--- src/rtl/decode_issue_block.sv ---
// Decode/issue stage: splits instructions, reads the 8x16 register file with write-back bypass, stalls on busy registers.
// Latency 1 cycle from accept to out_valid; instr_ready drops combinationally on a RAW/WAW hazard, no downstream backpressure.
// Reset (active-low, async) clears registers, busy bits and the issued bundle.
module decode_issue_block #(
    parameter int NREG = 8,
    parameter int DW   = 16
) (
    input  logic          clk,
    input  logic          reset,
    input  logic [15:0]   instr_in,
    input  logic          instr_valid,
    output logic          instr_ready,
    input  logic          wb_en,
    input  logic [2:0]    wb_addr,
    input  logic [DW-1:0] wb_data,
    output logic          out_valid,
    output logic [5:0]    op_dec,
    output logic [DW-1:0] A,
    output logic [DW-1:0] B,
    output logic [DW-1:0] data_in,
    output logic [2:0]    rd_ex
);

    logic [DW-1:0]   r_regs [NREG];
    logic [NREG-1:0] r_busy;
    logic            r_out_valid;
    logic [5:0]      r_op_dec;
    logic [DW-1:0]   r_a;
    logic [DW-1:0]   r_b;
    logic [DW-1:0]   r_data_in;
    logic [2:0]      r_rd_ex;

    logic [5:0]      w_op;
    logic [2:0]      w_rd;
    logic [2:0]      w_rs;
    logic [2:0]      w_rt;
    logic            w_is_nop;
    logic            w_is_rfmt;
    logic [NREG-1:0] w_busy_eff;
    logic            w_hazard;
    logic            w_accept;
    logic            w_wb_live;
    logic [DW-1:0]   w_rs_val;
    logic [DW-1:0]   w_rt_val;
    logic [DW-1:0]   w_rd_val;
    logic [DW-1:0]   w_imm;
    logic [5:0]      w_op_dec;

    assign w_op      = instr_in[15:10];
    assign w_rd      = instr_in[9:7];
    assign w_rs      = instr_in[6:4];
    assign w_rt      = instr_in[3:1];
    assign w_is_nop  = (w_op == 6'd0);
    assign w_is_rfmt = ~w_op[5];
    assign w_imm     = {{(DW-4){instr_in[3]}}, instr_in[3:0]};
    assign w_op_dec  = w_is_rfmt ? w_op : {1'b0, w_op[4:0]};
    assign w_wb_live = wb_en && (wb_addr != 3'd0);

    // A write-back landing this cycle releases its register immediately.
    always_comb begin
        w_busy_eff = '0;
        for (int i = 0; i < NREG; i++) begin
            w_busy_eff[i] = r_busy[i] & ~(wb_en && (wb_addr == 3'(i)));
        end
    end

    assign w_hazard = ~w_is_nop &
                      (w_busy_eff[w_rs] | (w_is_rfmt & w_busy_eff[w_rt]) | w_busy_eff[w_rd]);
    assign instr_ready = ~w_hazard;
    assign w_accept    = instr_valid & ~w_hazard;

    // Operand reads see the write-back value in the same cycle; R0 is hardwired to zero.
    assign w_rs_val = (w_rs == 3'd0) ? '0 :
                      (w_wb_live && wb_addr == w_rs) ? wb_data : r_regs[w_rs];
    assign w_rt_val = (w_rt == 3'd0) ? '0 :
                      (w_wb_live && wb_addr == w_rt) ? wb_data : r_regs[w_rt];
    assign w_rd_val = (w_rd == 3'd0) ? '0 :
                      (w_wb_live && wb_addr == w_rd) ? wb_data : r_regs[w_rd];

    always_ff @(posedge clk or negedge reset) begin
        if (!reset) begin
            for (int i = 0; i < NREG; i++) begin
                r_regs[i] <= '0;
            end
        end else if (w_wb_live) begin
            r_regs[wb_addr] <= wb_data;
        end
    end

    // Clear before set so a new writer to the just-retired rd keeps it busy.
    always_ff @(posedge clk or negedge reset) begin
        if (!reset) begin
            r_busy <= '0;
        end else begin
            for (int i = 1; i < NREG; i++) begin
                if (w_accept && !w_is_nop && w_rd == 3'(i)) begin
                    r_busy[i] <= 1'b1;
                end else if (wb_en && wb_addr == 3'(i)) begin
                    r_busy[i] <= 1'b0;
                end
            end
            r_busy[0] <= 1'b0;
        end
    end

    always_ff @(posedge clk or negedge reset) begin
        if (!reset) begin
            r_out_valid <= 1'b0;
            r_op_dec    <= '0;
            r_a         <= '0;
            r_b         <= '0;
            r_data_in   <= '0;
            r_rd_ex     <= '0;
        end else if (w_accept) begin
            r_out_valid <= 1'b1;
            r_op_dec    <= w_op_dec;
            r_a         <= w_rs_val;
            r_b         <= w_is_rfmt ? w_rt_val : w_imm;
            r_data_in   <= w_rd_val;
            r_rd_ex     <= w_rd;
        end else begin
            r_out_valid <= 1'b0;
            r_op_dec    <= '0;
        end
    end

    assign out_valid = r_out_valid;
    assign op_dec    = r_op_dec;
    assign A         = r_a;
    assign B         = r_b;
    assign data_in   = r_data_in;
    assign rd_ex     = r_rd_ex;

endmodule

--- config.mk ---
export PLATFORM = sky130hd
export DESIGN_NAME = decode_issue_block
export DESIGN_NICKNAME = d
export VERILOG_FILES = /design/src/rtl/decode_issue_block.sv
export SDC_FILE = /design/constraint.sdc
export NUM_CORES = 1
export LEC_CHECK = 0
export ABC_CLOCK_PERIOD_IN_PS = 3200
export BUFFER_PORTS_ARGS = -buffer_cell sky130_fd_sc_hd__buf_2
export CORE_ASPECT_RATIO = 0.6
export CORE_MARGIN = 2
export CORE_UTILIZATION = 32
export CTS_CLUSTER_SIZE = 25
export DETAILED_ROUTE_END_ITERATION = 8
export GPL_TIMING_DRIVEN = 0
export PLACE_DENSITY = 0.5
export SLEW_MARGIN = 5
export SYNTH_ARGS = -nofsm -noshare
export SYNTH_HDL_FRONTEND = slang
export SYNTH_SLANG_ARGS = --single-unit
--- constraint.sdc ---
create_clock -name clk -period 3.2 [get_ports clk]
set_input_delay 0.8 -clock clk [delete_from_list [all_inputs] [get_ports clk]]
set_output_delay 0.8 -clock clk [all_outputs]
set_load 0.01 [all_outputs]
==> impl_metrics.ini, run 1 <==
[cells_and_area]
final_cell_area_um2 = 12800
syn2layout_area_growth_pct = 16.8
finalCoreUtilization = 0.380
fill_cells = 3253
layout.area.seq_um2 = 4800
multi_input_comb_area_um2 = 5690
nets = 1074
drive_above_1_share = 0.353

[critical_path]
start_kind = input pin
path_max_fanout = 10
worst-setup-path-type = input pin to primary output
cp.required_ns = 2.40
crit_arrival_ns = 2.43
cp-end-kind = primary output

[clock_tree]
clock_latency_ns = 0.46
hold_buffers = 0
cts-buffers-inserted = 17
clockBufferDepth = 2
cts.sinks = 192
htree_levels = 4
path_clk_slew_ns = 0.08
clockRootBuffer = clkbuf_16
cts_tree = yes

[global_route]
overflow = 0
grt_max_degree = 108
grt_pass1_wl_um = 59400
antenna_found_initial = 2
track_usage = 0.232
grt_pass1_vias = 8281

[timing]
finalHoldViolCount = 0
max_freq_mhz = 309
rsz0062_at_grt = true
min_period_ns = 3.23
setup_ws_ns = -0.0342
fin_crit_sh = 1.01
skew_ns = 0.0120
slew_violations = 0
worstMarginPinSlew_ns = 1.12
worst_slew_margin_rel = 0.255
setup_viol = 1

[detailed_routing]
routedWlPerCell_um = 27.0
num_vias = 8607
viasPerCell = 5.71
drtAntennaViolNets = 0
wirelength_um = 40700
drcViolationCount = 0
drtPass1Iterations = 7
first_iter_violations = 894

[floorplanning]
die_h_um = 148
fp.dieW_um = 243
die-area_um2 = 35900
core_area_um2 = 33800
initial_core_util = 0.326
rows = 52
io_pins = 98

[status]
violations = negative setup slack
outcome = finished, violations left

[job]
maxCapViolCount = 0

[placed_design]
place.gp.congestion = 0.897
numPortBuffers = 78
post-dp-hpwl_um = 28700
placedInstanceArea_um2 = 12000

[power]
ir_drop_mv = 0.398
p_per_area_nw_per_um2 = 644
leakage_nw = 5.50
power.total_mw = 8.27

[yosys]
synth_fa_ha_area_frac = 0
synthSimpleGateAreaFrac = 0.102
yosysTopAreaCellShare = 0.437
yosysTopAreaCell = dfrtp_1
async_flop_share = 1.00
synth-main-ff-cell = dfrtp_1
synth_top_family_by_area = multiplexers
yosys_warnings = 0
ys_ff_latch = 192
synth_edf_count = 0
synth.distinct_cells = 59
synthXorXnorAreaFrac = 0.00478
synth_commonest_cells = dfrtp_1, nand2_1, mux4_2
syn-num-nets = 963
netlist_area_um2 = 11000
synthCells = 924
seq_area_frac_synth = 0.437
synth_compound_area_frac = 0.0992
synthMuxAreaShare = 0.306
synth_area_per_cell_um2 = 11.9
yosysMostFrequentCell = dfrtp_1
synth_top_cells_by_area = dfrtp_1, mux4_2, mux2_2

[worst_hold_path]
hold_path.class = input pin to async pin
[power by group]
group | switching, mW | internal [mW] | leakage [nW]
Sequential | 0.523 | 3.01 | 2.41
Combinational | 1.20 | 1.26 | 2.79
Clock | 1.02 | 1.25 | 0.296
Total | 2.74 | 5.53 | 5.50
[metal layers]
layer,global-route usage,vias to the layer above,part of all wire
met5,0.0214,-,0.0026
met4,0.0534,2,0.014
met3,0.114,45,0.14
met2,0.288,481,0.38
met1,0.348,4404,0.47
li1,-,3675,-
[layout make-up]
| cell class | count | share of cell area |
|---|---|---|
| diodes | 1 | 0.000195 |
| flip-flops and latches | 192 | 0.374 |
| multi-input cells | 610 | 0.443 |
| clock inverters | 13 | 0.0126 |
| clock buffers | 18 | 0.0342 |
| well taps | 459 | 0.0447 |
| repair buffers | 94 | 0.0428 |
| plain buffers | 110 | 0.0448 |
| inverters | 10 | 0.00292 |
[registers in the layout, indices dropped and copies added (netlist names)]
signal / cells
B: 16
r_regs: 128
op_dec: 5
rd_ex: 3
data_in: 16
r_busy: 7
A: 16
out_valid: 1
[critical path, cell delays in order]
cell and delay, ns:
buf_2 0.14, buf_4 0.18, nand4_1 0.14, buf_6 0.21
a31oi_1 0.12, a22oi_1 0.21, o311ai_2 0.19, and2_1 0.18
buf_6 0.14, buf_6 0.12
[cell usage in the layout (no fill, tap or decap), drive strengths merged, types with 6 or more instances in the layout]
cell type	count
a211oi	16
a21oi	14
a31oi	11
a32o	32
and2	22
buf	136
clkbuf	86
clkinv	7
dfrtp	192
inv	12
mux2	98
mux2i	18
mux4	90
nand2	151
nand3	12
nor2	28
nor3	8
o21ai	47
o22ai	7
o41ai	6
xnor2	6
[cell families (layout without fill, tap and decap cells)]
group,Yosys count,count (layout)
AO/OA/AOI/OAI,152,152
XOR/XNOR,6,6
buffers and inverters,122,245
flip-flops,192,192
multiplexers,206,206
other,1,2
AND/OR/NAND/NOR,245,245
[per-stage QoR]
step	std cells	setup slack [ns]	hold slack [ns]	setup TNS, ns
floorplan	924	0.104	0.441	0
global placement	1461	-2.11	0.469	-410.91
detailed placement	1462	-0.600	0.472	-14.69
CTS	1502	-0.0447	0.433	-0.0447
global route	1506	-0.148	0.453	-0.148
finish	1507	-0.0342	0.363	-0.0342
[what timing repair did]
action                                  CTS  global route
setup buffers                            11             4
resized for setup                        34            17
pin swaps                                 5             1
endpoints found under the setup margin    9            20
[final timing paths]
kind	from	to	slack, ns	cells after the start
setup / recovery	wb_addr[0]	instr_ready	-0.03	10
hold / removal	reset	op_dec[0]	0.36	1
setup reg to reg	r_busy[4]	data_in[11]	0.99	8
hold reg to reg	A[13]	A[13]	0.49	1
max in group asynchronous	reset	r_regs[99]	1.80	2
min in group clk	A[13]	A[13]	0.49	1
Note: power is estimated with default switching activity, not from simulation.
==> run 2, diff against run 1 <==
--- a/config.mk
+++ b/config.mk
@@ -12,7 +12,6 @@
 export CORE_UTILIZATION = 32
 export CTS_CLUSTER_SIZE = 25
 export DETAILED_ROUTE_END_ITERATION = 8
-export GPL_TIMING_DRIVEN = 0
 export PLACE_DENSITY = 0.5
 export SLEW_MARGIN = 5
 export SYNTH_ARGS = -nofsm -noshare
==> impl_metrics.ini, run 2 (synthesis gave the netlist of run 1 again) <==
[power]
power.switching_mw = 2.75
ir_drop_mv = 0.373
combinationalPowerShare = 0.305
cellInternalPower_mw = 5.36
p_per_area_nw_per_um2 = 628
switching_share = 0.339
clockPowerShare = 0.255
seq_power_share = 0.441
leakage_nw = 5.61

[status]
outcome = complete, no violations

[critical_path]
path_max_fanout = 10
cp-end-kind = primary output
worst-setup-path-type = input pin to primary output
rrSetupSlack_ns = 0.99
cp-endpoint = instr_ready
r2r_cells = 8
crit_arrival_ns = 2.34
cp-startpoint = wb_addr[0]
start_kind = input pin
r2r-end = rd_ex[2]
cp.required_ns = 2.40
r2r_start = r_busy[4]

[cells_and_area]
layout_common_cells = dfrtp_1, nand2_1, buf_2
nets = 1053
drive_above_1_share = 0.399
syn2layout_area_growth_pct = 17.5
layout_commonest_cell = dfrtp_1
largest_reg_flops = 128
largest_register = r_regs
fill_cells = 3281
layout.area.seq_um2 = 4800
multi_input_comb_area_um2 = 5660

[worst_hold_path]
hold_path.class = input pin to async pin

[job]
maxCapViolCount = 0

[timing]
min_period_ns = 3.14
timing.hold.ws_ns = 0.342
skew_ns = 0.0160
worst_slew_margin_rel = 0.167
setup_viol = 0
max_freq_mhz = 318
setup_tns_ns = 0
fin_crit_sh = 0.981
finalHoldViolCount = 0
slew_violations = 0
worstMarginPinSlew_ns = 1.24
rsz0062_at_grt = false

[clock_tree]
path_clk_slew_ns = 0.08
cts_tree = yes
clock_latency_ns = 0.46
clockRootBuffer = clkbuf_16
cts-buffers-inserted = 17
clockBufferDepth = 2
htree_levels = 4
cts.sinks = 192

[global_route]
grt_pass1_vias = 8206
overflow = 0
grt_max_degree = 72
track_usage = 0.218
grt_pass1_wl_um = 57500
antenna_found_initial = 2

[floorplanning]
die_h_um = 148
io_pins = 98
core_area_um2 = 33800
rows = 52
initial_core_util = 0.326
die-area_um2 = 35900
fp.dieW_um = 243

[detailed_routing]
drcViolationCount = 0
drtAntennaViolNets = 0
drtPass1Iterations = 5
viasPerCell = 5.65
num_vias = 8409
first_iter_violations = 825
routedWlPerCell_um = 25.4
wirelength_um = 37900

[placed_design]
post-dp-hpwl_um = 26400
place.gp.congestion = 0.877
numPortBuffers = 96
-- run 2: changes by cell type in the layout (fill, tap and decap cells not counted), moves of 3 or more --
cell	delta
bufinv_16	-3
clkbuf_1	-57
buf_4	+57
clkinv_2	-3
clkbuf_2	-6
o21ai_1	-6
clkinvlp_4	+6
buf_12	+10
buf_1	-8
o21ai_0	+7
clkbuf_4	-3
buf_6	-13
-- run 2: metrics by stage --
| stage | util | instance area (um2) | power (mW) | worst slack (ns) | instances |
|---|---|---|---|---|---|
| final | 0.383 | 12900 | 8.11 | 0.0595 | 1488 |
| after global routing | 0.382 | 12900 | 8.52 | 0.00355 | 1487 |
| after CTS | 0.381 | 12900 | 8.13 | 0.0182 | 1482 |
| after detailed placement | 0.365 | 12300 | 6.06 | 0.0414 | 1450 |
| after global placement | 0.365 | 12300 | 6.02 | 0.0310 | 1450 |
| after floorplan | - | 11000 | 4.96 | 0.104 | 924 |
-- run 2: metal layers --
| metal | global-route usage | up-vias | routed length (um) |
|---|---|---|---|
| li1 | - | 3635 | - |
| met1 | 0.344 | 4321 | 18700 |
| met2 | 0.274 | 416 | 14300 |
| met3 | 0.0781 | 37 | 4230 |
| met4 | 0.0583 | 0 | 611 |
| met5 | 0 | - | 0 |
-- run 2: final cells by class --
class                      instances  area share
timing repair buffer             183      0.0993
clock inverter                    13     0.00823
clock buffer                      19      0.0343
inverter                          10     0.00291
tap                              459      0.0445
antenna                            2    0.000387
sequential                       192       0.372
multi-input combinational        610       0.438
-- run 2: timing repair --
action                                  CTS  global route
hold buffers                              0             0
buffers inserted                          0             4
endpoints found under the setup margin    0             1
resized for setup                         0             1
-- run 2: power by group through the flow --
stage | Sequential [mW] | Clock, mW | Combinational (mW)
6_report | 3.58 | 2.07 | 2.47
3_3_place_gp | 3.58 | 0 | 2.43
4_1_cts | 3.55 | 2.11 | 2.47
3_5_place_dp | 3.60 | 0 | 2.46
2_1_floorplan | 3.52 | 0 | 1.44
5_1_grt | 3.65 | 2.21 | 2.66
-- run 2: worst max-delay path, stage by stage --
cell and delay, ns:
clkbuf_4 0.19, nand4b_1 0.23, nand3b_1 0.11, a41o_1 0.26
o32a_2 0.39, and2_1 0.21, buf_2 0.15
-- run 2: how the worst min path moves through the flow --
stage | startpoint | endpoint | slack (ns) | depth (start not counted)
detailed placement | r_regs[117] | r_regs[117] | 0.39 | 0
floorplan | r_regs[114] | r_regs[114] | 0.44 | 1
global placement | r_regs[114] | r_regs[114] | 0.39 | 0
global route | reset | op_dec[1] | 0.39 | 1
finish | reset | op_dec[3] | 0.34 | 1
CTS | reset | op_dec[1] | 0.38 | 1
